## config.mk

```make
export PLATFORM = sky130hd
export DESIGN_NAME = pwm_measure_sequencer
export DESIGN_NICKNAME = d
export VERILOG_FILES = /design/src/rtl/pwm_measure_sequencer.sv
export SDC_FILE = /design/constraint.sdc
export NUM_CORES = 1
export LEC_CHECK = 0
export BUFFER_PORTS_ARGS = -buffer_cell sky130_fd_sc_hd__buf_2
export CAP_MARGIN = 20
export CORE_UTILIZATION = 48
export CTS_CLUSTER_DIAMETER = 30
export DETAILED_ROUTE_END_ITERATION = 12
export PLACE_DENSITY = 0.66
export SETUP_SLACK_MARGIN = 0.1
export SYNTH_ARGS = -nofsm -noshare
export SYNTH_HDL_FRONTEND = slang
export SYNTH_SLANG_ARGS = --single-unit
```

## constraint.sdc

```tcl
create_clock -name clk -period 6.1 [get_ports clk]
set_input_delay 1.525 -clock clk [delete_from_list [all_inputs] [get_ports clk]]
set_output_delay 1.525 -clock clk [all_outputs]
set_load 0.03 [all_outputs]
```

## src/rtl/pwm_measure_sequencer.sv

```systemverilog
// rtl/pwm_measure_sequencer.sv - PWM pulse-width measurement sequencer with LOW/MID/HIGH classification
//
// Arms on enable, throws away any pulse already in progress, then times the high
// phase of each following pulse and reports it once per pulse. Also flags pulses
// that saturate the width counter and reports a periodic timeout when no rising
// edge arrives while armed.
//
// Ports:
//   clk          system clock
//   rst          synchronous reset, active-high
//   enable_in    measurement enable (asynchronous, synchronized here)
//   pwm_in       PWM signal under test (asynchronous, synchronized here)
//   width_out    last measured high time in clk cycles
//   width_valid  one-cycle strobe: new result on width_out / level_* / overflow
//   level_high   last result above HIGH_COUNTER_VALUE
//   level_low    last result below LOW_COUNTER_VALUE
//   overflow     last result saturated at MAX_COUNTER_VALUE
//   timeout      one-cycle strobe: no rising edge for TIMEOUT_CYCLES while armed
//   busy         high in every state except IDLE
module pwm_measure_sequencer #(
    parameter int MAX_COUNTER_VALUE  = 2000,
    parameter int HIGH_COUNTER_VALUE = 1900,
    parameter int LOW_COUNTER_VALUE  = 1100,
    parameter int TIMEOUT_CYCLES     = 25000,
    parameter int CNT_W              = 11
) (
    input  logic             clk,
    input  logic             rst,
    input  logic             enable_in,
    input  logic             pwm_in,
    output logic [CNT_W-1:0] width_out,
    output logic             width_valid,
    output logic             level_high,
    output logic             level_low,
    output logic             overflow,
    output logic             timeout,
    output logic             busy
);

    localparam int TO_W = (TIMEOUT_CYCLES > 1) ? $clog2(TIMEOUT_CYCLES) : 1;

    localparam logic [CNT_W-1:0] MAX_C  = CNT_W'(MAX_COUNTER_VALUE);
    localparam logic [CNT_W-1:0] HIGH_C = CNT_W'(HIGH_COUNTER_VALUE);
    localparam logic [CNT_W-1:0] LOW_C  = CNT_W'(LOW_COUNTER_VALUE);
    localparam logic [TO_W-1:0]  TO_LAST = TO_W'(TIMEOUT_CYCLES - 1);

    typedef enum logic [2:0] {
        IDLE,
        ARM,
        WAIT_RISE,
        MEASURE,
        REPORT
    } state_t;

    state_t state, state_n;

    logic             enable_sync1, enable_s;
    logic             pwm_sync1, pwm_s, pwm_d;
    logic             rise;

    logic [CNT_W-1:0] cnt, cnt_n;
    logic             ovf_flag, ovf_flag_n;
    logic [TO_W-1:0]  tcnt, tcnt_n;

    logic [CNT_W-1:0] width_n;
    logic             valid_n, high_n, low_n, overflow_n, timeout_n, busy_n;

    assign rise = pwm_s & ~pwm_d;

    always_comb begin
        state_n    = state;
        cnt_n      = cnt;
        ovf_flag_n = ovf_flag;
        tcnt_n     = tcnt;
        width_n    = width_out;
        high_n     = level_high;
        low_n      = level_low;
        overflow_n = overflow;
        valid_n    = 1'b0;
        timeout_n  = 1'b0;

        if (!enable_s) begin
            // Dropping enable abandons any measurement silently; the last
            // result stays on the outputs.
            state_n    = IDLE;
            cnt_n      = '0;
            ovf_flag_n = 1'b0;
            tcnt_n     = '0;
        end else begin
            case (state)
                IDLE: begin
                    tcnt_n  = '0;
                    state_n = ARM;
                end
                ARM, WAIT_RISE: begin
                    if (state == WAIT_RISE && rise) begin
                        state_n    = MEASURE;
                        cnt_n      = CNT_W'(1);
                        ovf_flag_n = 1'b0;
                        tcnt_n     = '0;
                    end else begin
                        // ARM only leaves once the input is low, so a pulse
                        // already in progress is never measured.
                        if (state == ARM && !pwm_s) begin
                            state_n = WAIT_RISE;
                        end
                        if (tcnt == TO_LAST) begin
                            tcnt_n     = '0;
                            timeout_n  = 1'b1;
                            width_n    = '0;
                            high_n     = 1'b0;
                            low_n      = 1'b0;
                            overflow_n = 1'b0;
                        end else begin
                            tcnt_n = tcnt + 1'b1;
                        end
                    end
                end
                MEASURE: begin
                    // pwm_d is always high here, so a low pwm_s is the falling
                    // edge; it wins over saturation in the same cycle.
                    if (!pwm_s) begin
                        state_n = REPORT;
                    end else if (cnt == MAX_C) begin
                        state_n    = REPORT;
                        ovf_flag_n = 1'b1;
                    end else begin
                        cnt_n = cnt + 1'b1;
                    end
                end
                REPORT: begin
                    width_n    = cnt;
                    valid_n    = 1'b1;
                    high_n     = (cnt > HIGH_C);
                    low_n      = (cnt < LOW_C);
                    overflow_n = ovf_flag;
                    cnt_n      = '0;
                    ovf_flag_n = 1'b0;
                    state_n    = ARM;
                end
                default: begin
                    state_n = IDLE;
                end
            endcase
        end

        busy_n = (state_n != IDLE);
    end

    always_ff @(posedge clk) begin
        if (rst) begin
            enable_sync1 <= 1'b0;
            enable_s     <= 1'b0;
            pwm_sync1    <= 1'b0;
            pwm_s        <= 1'b0;
            pwm_d        <= 1'b0;
            state        <= IDLE;
            cnt          <= '0;
            ovf_flag     <= 1'b0;
            tcnt         <= '0;
            width_out    <= '0;
            width_valid  <= 1'b0;
            level_high   <= 1'b0;
            level_low    <= 1'b0;
            overflow     <= 1'b0;
            timeout      <= 1'b0;
            busy         <= 1'b0;
        end else begin
            enable_sync1 <= enable_in;
            enable_s     <= enable_sync1;
            pwm_sync1    <= pwm_in;
            pwm_s        <= pwm_sync1;
            pwm_d        <= pwm_s;
            state        <= state_n;
            cnt          <= cnt_n;
            ovf_flag     <= ovf_flag_n;
            tcnt         <= tcnt_n;
            width_out    <= width_n;
            width_valid  <= valid_n;
            level_high   <= high_n;
            level_low    <= low_n;
            overflow     <= overflow_n;
            timeout      <= timeout_n;
            busy         <= busy_n;
        end
    end

endmodule

```

==> results by group, run 1 <==
Placement
  • DP Worst Slack: between 3 and 4 ns
  • Port bufs: 20
  • Global placer's final weighted congestion: 0.877
  • HPWL after DPL: 3320 um

Timing
  • Slew @ Worst Pin: around 0.78 ns
  • Crit share post-route: 0.419
  • Clock Skew: 0.00546 ns
  • Setup ws final: approximately 3.5 ns
  • Final Hold Viols: 0
  • Post-Route Setup TNS: 0 ns
  • Fmax: 391 MHz
  • Hold_ws: around 0.45 ns
  • Minimum clock period: between 2 and 3 ns
  • Rel. slew slack: 0.480
  • Final setup fails: 0
  • RSZ-0062 raised after global routing: false
  • Final Max Tran Viols: 0

Final layout
  • FF+latch area: 1040 um2
  • Layout Nets: 289
  • Number of inserted diodes: 0
  • Layout cells sized above 1: 0.127
  • Multi-input logic area: roughly 1200 um2
  • Area growth syn-to-layout: 9.96%
  • Commonest non-fill, non-tap cell in the layout: dfxtp_1
  • Commonest cells after routing, fill and taps aside: 52 x dfxtp_1, 32 x nor2_1, 30 x nand2_1, 22 x a21oi_1, 20 x buf_2
  • Fillers: 460

Routing
  • # DRC: 0
  • Post-DRT Antenna Nets: 0
  • Routed vias: between 1500 and 2000
  • Via-to-Cell Ratio: around 5.4
  • Post-Route WL: a little under 5000 um
  • First-pass DRT Iterations: 4
  • Wire length per cell: 14.1 um
  • DRT iter0 DRCs: about 220

Logic synthesis
  • Distinct cell type count after synthesis: 51
  • Mapped Area: 2400 um2
  • Synth Warn #: 0
  • Syn Nets: roughly 280
  • Synth Register Bits: between 50 and 60
  • Post-Syn Area per Cell: around 8.8 um2
  • Main synth FF type: dfxtp_1
  • Post-synth EDFFs: 0
  • Synth async-reset ratio: 0
  • Sequential area share after synthesis: 0.434
  • Synthesized instance count: about 270

Job
  • Max cap viols: 0

Power and ir drop
  • Pleak: 0.901 nW
  • Switching power: 0.000127 W
  • VDD IR-drop max: about 0.13 mV
  • Net Sw Frac: 0.187
  • Combinational power share: 0.013
  • Pint: 0.000549 W
  • PwrDens: ~260 nW/um2
  • Sequential share of power: 0.509
  • Clock network fraction of total power: 0.478

Hold path
  • Worst Hold Launch: pwm_sync1
  • Hold Path Depth: 1
  • Worst Hold Path EP: pwm_s
  • Worst hold path class: flip-flop to flip-flop

Floorplan
  • Die area: around 5300 um2
  • Core Region: 4750 um2
  • Chip Height: a little over 70 um
  • Initial Util: 0.504
  • I/O pin count: 21
  • Die X-Extent: about 73 um
  • Std-Cell Rows: 25

Global route
  • First-pass GRT wire length: roughly 8000 um
  • Largest net degree at the start of global routing: 25
  • Vias in the first global route: around 1600
  • Gr ovfl total: 0
  • GRT Resource Usage Total: 0.204
  • Initial antenna violation count: 0

Worst setup path
  • CP top delay family: simple AND/OR/NAND/NOR gates
  • Critical path data required time: around 6.3 ns
  • Setup CP Type: flip-flop to flip-flop
  • Worst R2R Setup Slack: 3.54 ns
  • CP arrival: between 2 and 3 ns
  • Startpoint Class: flip-flop
  • CP Cell Sequence: or4b_1 > or4_4 > o31ai_4 > a21oi_1 > a22o_1
  • R2R Path Start: tcnt[10]
  • CP bufs+invs: 0
  • Crit-path max cell delay: about 0.57 ns
  • Crit-path slowest cell: or4_4
  • Worst flop-to-flop path endpoint: level_low
  • Reg2Reg Depth: 5
  • Critical path endpoint category: flip-flop
  • Max FO, Critical Path: 13

Clocking
  • # H-tree levels: 2
  • Cts bufs inserted: 5
  • Root Buffer: clkbuf_8
  • PostCTS Resize Cnt: 0
  • Cts hold-fix bufs: 0
  • Worst-skew pair later-pin latency: between 0.3 and 0.4 ns
  • CTS tree: yes
  • Clock transition at path regs: 0.10 ns
  • Total clock sinks: 52
  • Clock Path Buffers: 2
  • Post-CTS setup buffers: 0

Run status
  • Status: finished clean
-- per-stage QoR --
step                cells  power, W  cell area, um2  utilization
finish                350  0.000676            2640        0.555
global route          350  0.000697            2640        0.555
CTS                   350  0.000678            2640        0.555
detailed placement    342  0.000360            2480        0.521
global placement      342  0.000360            2480        0.521
floorplan             274  0.000358            2400            -
-- worst register-to-register path: cells and delay by family, from the launching register on --
kind            cells  cell delay, ns
compound gates      3            1.02
flops               1            0.35
simple gates        2            1.09
-- cell usage after synthesis, drive strengths merged (2+ instances only) --
cell	count	area [um2]
a21o	2	15.0
nor2b	6	37.5
xor2	18	158
xnor2	4	35.0
nand2	30	113
o21ai	5	36.3
nor3b	2	20.0
and2	2	12.5
and3	3	18.8
buf	8	62.6
nand3	8	40.0
clkbuf	11	41.3
dfxtp	52	1040
o31a	2	17.5
nand2b	5	31.3
and4	3	26.3
inv	6	22.5
nor4	4	25.0
nor2	34	133
ha	3	37.5
nand4	10	62.6
a21oi	22	110
nor3	2	10.0
a311oi	12	105
-- worst max path at each step --
stage                        start        end  slack [ns]  depth (start not counted)
final                     tcnt[10]  level_low        3.54                          5
after global routing      tcnt[10]  level_low        3.42                          5
after CTS                 tcnt[10]  level_low        3.53                          5
after detailed placement       rst     cnt[9]        3.31                          4
after global placement         rst     cnt[9]        3.33                          4
after floorplan                rst    cnt[10]        3.73                          4
-- routing by layer --
layer,routed length [um],vias to the layer above,track usage
li1,-,974,-
met1,2570,871,0.311
met2,2050,32,0.268
met3,213,8,0.0401
met4,93,0,0.0980
met5,0,-,0
-- logic make-up after synthesis --
family	synth area share
DFF	0.434
buffers and inverters	0.0527
AOI/OAI and AO/OA	0.161
adders and majority gates	0.0157
muxes	0.00417
xor gates and xnor gates	0.0803
and+or+nand+nor	0.252
-- power groups by stage --
stage                     clock network (W)  registers [W]   logic [W]
final                              0.000323       0.000344  0.00000894
after global routing               0.000343       0.000344   0.0000100
after CTS                          0.000326       0.000344  0.00000893
after detailed placement                  0       0.000351  0.00000884
after global placement                    0       0.000351  0.00000874
after floorplan                           0       0.000350  0.00000782
-- final cells by class --
type                    count  share of cell area
well taps                  67              0.0318
clock buffers               5              0.0261
repair buffers             20              0.0380
clock inverters             3              0.0342
multi-input cells         197               0.467
flip-flops and latches     52               0.395
inverters                   6             0.00854
-- registers in the layout, summed over array words and instances, names as in the netlist, 3 cells and up --
name / count
tcnt: 15
width_out: 11
cnt: 11
state: 3
Power figures use the tool's default switching activity.
==> inputs of run 2 (changes only) <==
- clock period: 6.1 -> 2.4 ns (I/O delays scaled with it)
==> run 2 against run 1 <==
  * Non-clock buffer count increased by 7
  * Flip-flop and latch count did not move
  * Global-route usage fell by 0.85 points
  * Die area unchanged
  * Count of clock-buffer cells in the layout stayed put
  * Critical endpoint is now width_out[6]
  * First-iteration DRC count shrank 27%
  * Final cell count is 2.0% higher
  * Largest cell class unchanged
  * Hold slack hardly changed
==> results by group, run 2 (synthesis gave the netlist of run 1 again) <==
Clocking
  • Worst-skew pair later-pin latency: 0.31 ns (was 0.32 ns)
  • Clock transition at path regs: 0.09 ns (was 0.10 ns)
  • Cts bufs inserted: 5 (unchanged)
  • Cts hold-fix bufs: 0 (unchanged)
  • Root Buffer: clkbuf_8 (unchanged)
  • Total clock sinks: 52 (unchanged)
  • Clock Path Buffers: 2 (unchanged)
  • # H-tree levels: 2 (unchanged)
  • CTS tree: yes (unchanged)

Worst setup path
  • Reg2Reg Depth: 5 (unchanged)
  • Max FO, Critical Path: 12 (was 13)
  • Critical path data required time: 2.56 ns (was 6.32 ns)
  • Worst flop-to-flop path endpoint: width_out[6] (was level_low)
  • Crit-path slowest cell: or4_4 (unchanged)
  • Setup CP Type: flip-flop to flip-flop (unchanged)
  • Crit-path max cell delay: 0.58 ns (was 0.57 ns)
  • R2R Path Start: tcnt[10] (unchanged)
  • Critical Path Sink: width_out[6] (was level_low)
  • Critical path endpoint category: flip-flop (unchanged)
  • CP top delay family: simple AND/OR/NAND/NOR gates (unchanged)
  • Worst Setup SP: tcnt[10] (unchanged)
  • Critical Path Stages: 5 (unchanged)
  • Startpoint Class: flip-flop (unchanged)
  • Worst R2R Setup Slack: 0.27 ns (was 3.54 ns)
  • CP Cell Sequence: or4b_1 > or4_4 > o31ai_4 > buf_4 > a311oi_1 (was or4b_1 > or4_4 > o31ai_4 > a21oi_1 > a22o_1)
  • CP arrival: 2.29 ns (was 2.77 ns)
  • CP bufs+invs: 1 (was 0)

Routing
  • Post-Route WL: 4900 um (was 4920 um)
  • DRT iter0 DRCs: 160 (was 219)
  • Routed vias: 1921 (was 1885)
  • Post-DRT Antenna Nets: 0 (unchanged)
  • Via-to-Cell Ratio: 5.38 (was 5.39)
  • Wire length per cell: 13.7 um (was 14.1 um)
  • # DRC: 0 (unchanged)
  • First-pass DRT Iterations: 4 (unchanged)

Floorplan
  • Core Region: 4750 um2 (unchanged)
  • Die X-Extent: 72.7 um (unchanged)
  • Chip Height: 72.7 um (unchanged)
  • I/O pin count: 21 (unchanged)
  • Die area: 5280 um2 (unchanged)
  • Std-Cell Rows: 25 (unchanged)
  • Initial Util: 0.504 (unchanged)

Timing
  • Post-Route Setup TNS: 0 ns (unchanged)
  • Fmax: 468 MHz (was 391 MHz)
  • Setup ws final: 0.265 ns (was 3.54 ns)
  • RSZ-0062 raised after global routing: false (unchanged)
  • Rel. slew slack: 0.493 (was 0.480)
  • Slew @ Worst Pin: 0.755 ns (was 0.779 ns)
  • Final Hold Viols: 0 (unchanged)
  • Clock Skew: 0.00722 ns (was 0.00546 ns)
  • Final setup fails: 0 (unchanged)
  • Crit share post-route: 0.889 (was 0.419)
  • Minimum clock period: 2.13 ns (was 2.56 ns)
  • Final Max Tran Viols: 0 (unchanged)

Placement
  • Port bufs: 20 (unchanged)
  • HPWL after DPL: 3380 um (was 3320 um)
  • DP Worst Slack: 0.162 ns (was 3.31 ns)
  • Global placer's final weighted congestion: 0.829 (was 0.877)

Power and ir drop
  • Pleak: 0.920 nW (was 0.901 nW)
  • Sequential share of power: 0.579 (was 0.509)
  • VDD IR-drop max: 0.307 mV (was 0.126 mV)
  • Pint: 0.00119 W (was 0.000549 W)
  • Clock network fraction of total power: 0.405 (was 0.478)
  • Final Power: 0.00151 W (was 0.000676 W)
  • PwrDens: 568 nW/um2 (was 256 nW/um2)
  • Combinational power share: 0.016 (was 0.013)
  • Net Sw Frac: 0.212 (was 0.187)
  • Switching power: 0.000319 W (was 0.000127 W)

Final layout
  • Largest registers: tcnt (15), cnt (11), width_out (11) (unchanged)
  • Area growth syn-to-layout: 10.9% (was 9.96%)
  • Fillers: 462 (was 460)
  • Biggest register: tcnt (unchanged)
  • Layout cells sized above 1: 0.148 (was 0.127)
  • Max reg flops: 15 (unchanged)
  • Commonest non-fill, non-tap cell in the layout: dfxtp_1 (unchanged)
  • Layout Nets: 296 (was 289)
  • Commonest cells after routing, fill and taps aside: 52 x dfxtp_1, 32 x nor2_1, 30 x nand2_1, 22 x a21oi_1, 20 x buf_2 (unchanged)
  • Number of inserted diodes: 0 (unchanged)

Global route
  • Initial antenna violation count: 0 (unchanged)
  • Vias in the first global route: 1563 (was 1628)
  • GRT Resource Usage Total: 0.195 (was 0.204)
  • First-pass GRT wire length: 7810 um (was 8090 um)
  • Largest net degree at the start of global routing: 25 (unchanged)
  • Gr ovfl total: 0 (unchanged)

Run status
  • Status: finished clean (unchanged)

Job
  • Max cap viols: 0 (unchanged)

Hold path
  • Worst Hold Launch: enable_sync1 (was pwm_sync1)
  • Worst hold path class: flip-flop to flip-flop (unchanged)
## run 2: timing repair
item                                    4_1_cts  5_1_grt
endpoints found under the setup margin        0       14
endpoints found under the hold margin         0        0
setup buffers                                 0        1
resized for setup                             0        0
## run 2: power by group through the flow
stage | logic (W) | registers [W] | clock network (W)
global route | 0.0000270 | 0.000875 | 0.000673
floorplan | 0.0000199 | 0.000890 | 0
global placement | 0.0000239 | 0.000893 | 0
CTS | 0.0000242 | 0.000873 | 0.000627
finish | 0.0000241 | 0.000874 | 0.000612
detailed placement | 0.0000242 | 0.000893 | 0
## run 2: metal layers
| metal | share of wire | vias to the layer above | GRT usage |
|---|---|---|---|
| met5 | 0 | - | 0 |
| met4 | 0.012 | 0 | 0.0654 |
| met3 | 0.042 | 5 | 0.0414 |
| met2 | 0.41 | 39 | 0.246 |
| met1 | 0.53 | 888 | 0.316 |
| li1 | - | 989 | - |
## run 2: worst min path at each step
stage	to	cells after the start
2_1_floorplan	enable_s	1
3_3_place_gp	pwm_s	1
3_5_place_dp	enable_s	1
4_1_cts	enable_s	1
5_1_grt	enable_s	1
6_report	enable_s	1
## run 2: worst register-to-register path: cells and delay by family, from the launching register on
family	cells	cell delay, ns
compound gates	2	0.33
buf+inv	1	0.23
flops	1	0.33
simple gates	2	1.09
## run 2: layout make-up
type	count	area (um2)	share of cell area
tap	67	83.8	0.0315
timing repair buffer	27	165	0.0621
multi-input combinational	197	1230	0.463
clock buffer	5	68.8	0.0259
inverter	6	22.5	0.00847
sequential	52	1040	0.392
clock inverter	3	46.3	0.0174
## run 2: per-stage QoR
stage | hold WS (ns) | area [um2] | utilization | instances
floorplan | 0.414 | 2400 | - | 274
global placement | 0.420 | 2520 | 0.531 | 348
detailed placement | 0.426 | 2520 | 0.531 | 348
CTS | 0.455 | 2640 | 0.555 | 356
global route | 0.461 | 2660 | 0.559 | 357
finish | 0.448 | 2660 | 0.559 | 357
==> inputs of run 3 (changes only) <==
- CORE_MARGIN: unset -> 1.5
- clock period: 2.4 -> 2 ns (I/O delays scaled with it)
==> run 3 against run 2 <==
  * The run now ends with setup timing left
  * Largest cell class unchanged
  * Setup slack worse by 0.27 ns
  * Flip-flop and latch count stayed put
  * Clock power is 37% higher
  * Via count is 5.4% higher
  * Combinational power is 45% higher
  * Die area is 2.8% higher
  * Sequential share of layout area is 2.4 points lower
==> results by group, run 3 (synthesis gave the netlist of run 1 again) <==
Clocking
  • Root Buffer: clkbuf_8 (unchanged)
  • CTS tree: yes (unchanged)
  • Worst-skew pair later-pin latency: 0.31 ns (about the same)
  • Clock transition at path regs: 0.09 ns (about the same)
  • Total clock sinks: 52 (unchanged)
  • Clock Path Buffers: 2 (unchanged)
  • Cts bufs inserted: 5 (unchanged)
  • Post-CTS setup buffers: 0 (unchanged)
  • # H-tree levels: 2 (unchanged)

Routing
  • Post-Route WL: 5240 um (was 4900 um)
  • Via-to-Cell Ratio: 5.40 (was 5.38)
  • First-pass DRT Iterations: 4 (unchanged)
  • # DRC: 0 (unchanged)
  • DRT iter0 DRCs: 119 (was 160)
  • Routed vias: 2025 (was 1921)
  • Wire length per cell: 14.0 um (was 13.7 um)
  • Post-DRT Antenna Nets: 0 (unchanged)

Worst setup path
  • Crit-path max cell delay: 0.51 ns (was 0.58 ns)
  • R2R Path Start: tcnt[10] (unchanged)
  • Critical path endpoint category: flip-flop (unchanged)
  • CP arrival: 2.20 ns (was 2.29 ns)
  • Critical path data required time: 2.20 ns (was 2.56 ns)
  • Crit-path slowest cell: or4b_1 (was or4_4)
  • Max FO, Critical Path: 3 (was 12)
  • Worst R2R Setup Slack: -0.003 ns (was 0.27 ns)
  • Startpoint Class: flip-flop (unchanged)
  • Worst flop-to-flop path endpoint: level_low (was width_out[6])
  • Reg2Reg Depth: 5 (unchanged)
  • CP Cell Sequence: or4b_1 > or4_4 > o31ai_4 > a21oi_2 > a22o_1 (was or4b_1 > or4_4 > o31ai_4 > buf_4 > a311oi_1)
  • Setup CP Type: flip-flop to flip-flop (unchanged)

Hold path
  • Worst Hold Path EP: enable_sync1 (was enable_s)
  • Hold Path Depth: 2 (was 1)
  • Worst Hold Launch: enable_in (was enable_sync1)
  • Worst hold path class: input pin to flip-flop (was flip-flop to flip-flop)

Timing
  • Hold_ws: 0.395 ns (was 0.448 ns)
  • Clock Skew: 0.00871 ns (was 0.00722 ns)
  • Final Hold Viols: 0 (unchanged)
  • Final Max Tran Viols: 0 (unchanged)
  • Setup ws final: -0.00325 ns (was 0.265 ns)
  • RSZ-0062 raised after global routing: true (was false)
  • Fmax: 499 MHz (was 468 MHz)
  • Minimum clock period: 2.00 ns (was 2.13 ns)
  • Post-Route Setup TNS: -0.00325 ns (was 0 ns)
  • Rel. slew slack: 0.658 (was 0.493)
  • Crit share post-route: 1.00 (was 0.889)
  • Final setup fails: 1 (was 0)
  • Slew @ Worst Pin: 0.513 ns (was 0.755 ns)

Final layout
  • Commonest cells after routing, fill and taps aside: 50 x dfxtp_1, 32 x nor2_1, 30 x nand2_1, 24 x buf_4, 21 x a21oi_1 (was 52 x dfxtp_1, 32 x nor2_1, 30 x nand2_1, 22 x a21oi_1, 20 x buf_2)
  • Final core occ: 0.597 (was 0.559)
  • Largest registers: tcnt (15), cnt (11), width_out (11) (unchanged)
  • Area growth syn-to-layout: 18.4% (was 10.9%)
  • Layout Nets: 315 (was 296)
  • Max reg flops: 15 (unchanged)
  • Number of inserted diodes: 0 (unchanged)
  • Layout cells sized above 1: 0.211 (was 0.148)
  • Biggest register: tcnt (unchanged)
  • Commonest non-fill, non-tap cell in the layout: dfxtp_1 (unchanged)

Power and ir drop
  • Switching power: 0.000370 W (was 0.000319 W)
  • Pleak: 1.04 nW (was 0.920 nW)
  • Pint: 0.00155 W (was 0.00119 W)
  • Combinational power share: 0.018 (was 0.016)
  • Clock network fraction of total power: 0.436 (was 0.405)
  • PwrDens: 675 nW/um2 (was 568 nW/um2)
  • VDD IR-drop max: 0.381 mV (was 0.307 mV)
  • Sequential share of power: 0.545 (was 0.579)
  • Net Sw Frac: 0.193 (was 0.212)
  • Final Power: 0.00192 W (was 0.00151 W)

Floorplan
  • Chip Height: 73.7 um (was 72.7 um)
  • Die area: 5430 um2 (was 5280 um2)
  • Initial Util: 0.504 (unchanged)
  • Std-Cell Rows: 25 (unchanged)
  • Core Region: 4750 um2 (unchanged)
  • Die X-Extent: 73.7 um (was 72.7 um)
  • I/O pin count: 21 (unchanged)

Placement
  • Port bufs: 20 (unchanged)
  • Global placer's final weighted congestion: 0.804 (was 0.829)
  • HPWL after DPL: 3680 um (was 3380 um)

Global route
  • Gr ovfl total: 0 (unchanged)
  • First-pass GRT wire length: 8760 um (was 7810 um)
  • Vias in the first global route: 1841 (was 1563)
  • Largest net degree at the start of global routing: 25 (unchanged)
  • Initial antenna violation count: 0 (unchanged)
  • GRT Resource Usage Total: 0.212 (was 0.195)

Job
  • Max cap viols: 0 (unchanged)

Run status
  • Status: complete, but fails checks (was finished clean)
  • Failing checks: setup timing
run 3: worst max-delay path, delay by kind of cell (launching register included):
family	cells	cell delay [ns]
AND/OR/NAND/NOR	2	0.97
flip-flops	1	0.32
AO/OA/AOI/OAI	3	0.61
run 3: power groups by stage:
stage | sequential (W) | combinational, W | clock, W
after global placement | 0.00107 | 0.0000338 | 0
after global routing | 0.00105 | 0.0000387 | 0.000886
final | 0.00104 | 0.0000349 | 0.000836
after detailed placement | 0.00107 | 0.0000345 | 0
after floorplan | 0.00107 | 0.0000247 | 0
after CTS | 0.00105 | 0.0000347 | 0.000851
run 3: repair_timing:
item                       CTS  global route
pin swaps                    1             1
setup endpoints to repair   28            33
gates resized for setup      2             3
hold buffers                 0             0
cloned                       1             0
hold endpoints to repair     0             0
run 3: cell type report:
type / count / area (um2)
repair buffers: 46 / 312
well taps: 67 / 83.8
clock inverters: 2 / 60.1
flip-flops and latches: 52 / 1040
inverters: 6 / 22.5
multi-input cells: 197 / 1250
clock buffers: 5 / 68.8
fillers: 454 / 1910
run 3: worst max path at each step:
stage              from      endpoint  slack (ns)  depth (start not counted)
2_1_floorplan  tcnt[10]  width_out[0]        0.03                          5
3_3_place_gp   tcnt[10]  width_out[9]      -0.007                          5
3_5_place_dp   tcnt[10]  width_out[9]       -0.04                          5
4_1_cts        tcnt[10]     level_low       -0.01                          5
5_1_grt        tcnt[10]  width_out[4]       -0.08                          5
6_report       tcnt[10]     level_low      -0.003                          5
run 3: stage by stage:
step | cell area (um2) | std cells | setup WS (ns)
2_1_floorplan | 2410 | 274 | 0.0302
3_3_place_gp | 2690 | 367 | -0.00710
3_5_place_dp | 2690 | 367 | -0.0415
4_1_cts | 2830 | 375 | -0.0111
5_1_grt | 2840 | 375 | -0.0769
6_report | 2840 | 375 | -0.00325
run 3: metal layers:
metal | vias to the layer above | share of wire | global-route usage | wire length [um]
li1 | 1028 | - | - | -
met1 | 956 | 0.48 | 0.275 | 2520
met2 | 33 | 0.46 | 0.336 | 2430
met3 | 8 | 0.041 | 0.0521 | 214
met4 | 0 | 0.015 | 0.0885 | 80
met5 | - | 0 | 0 | 0
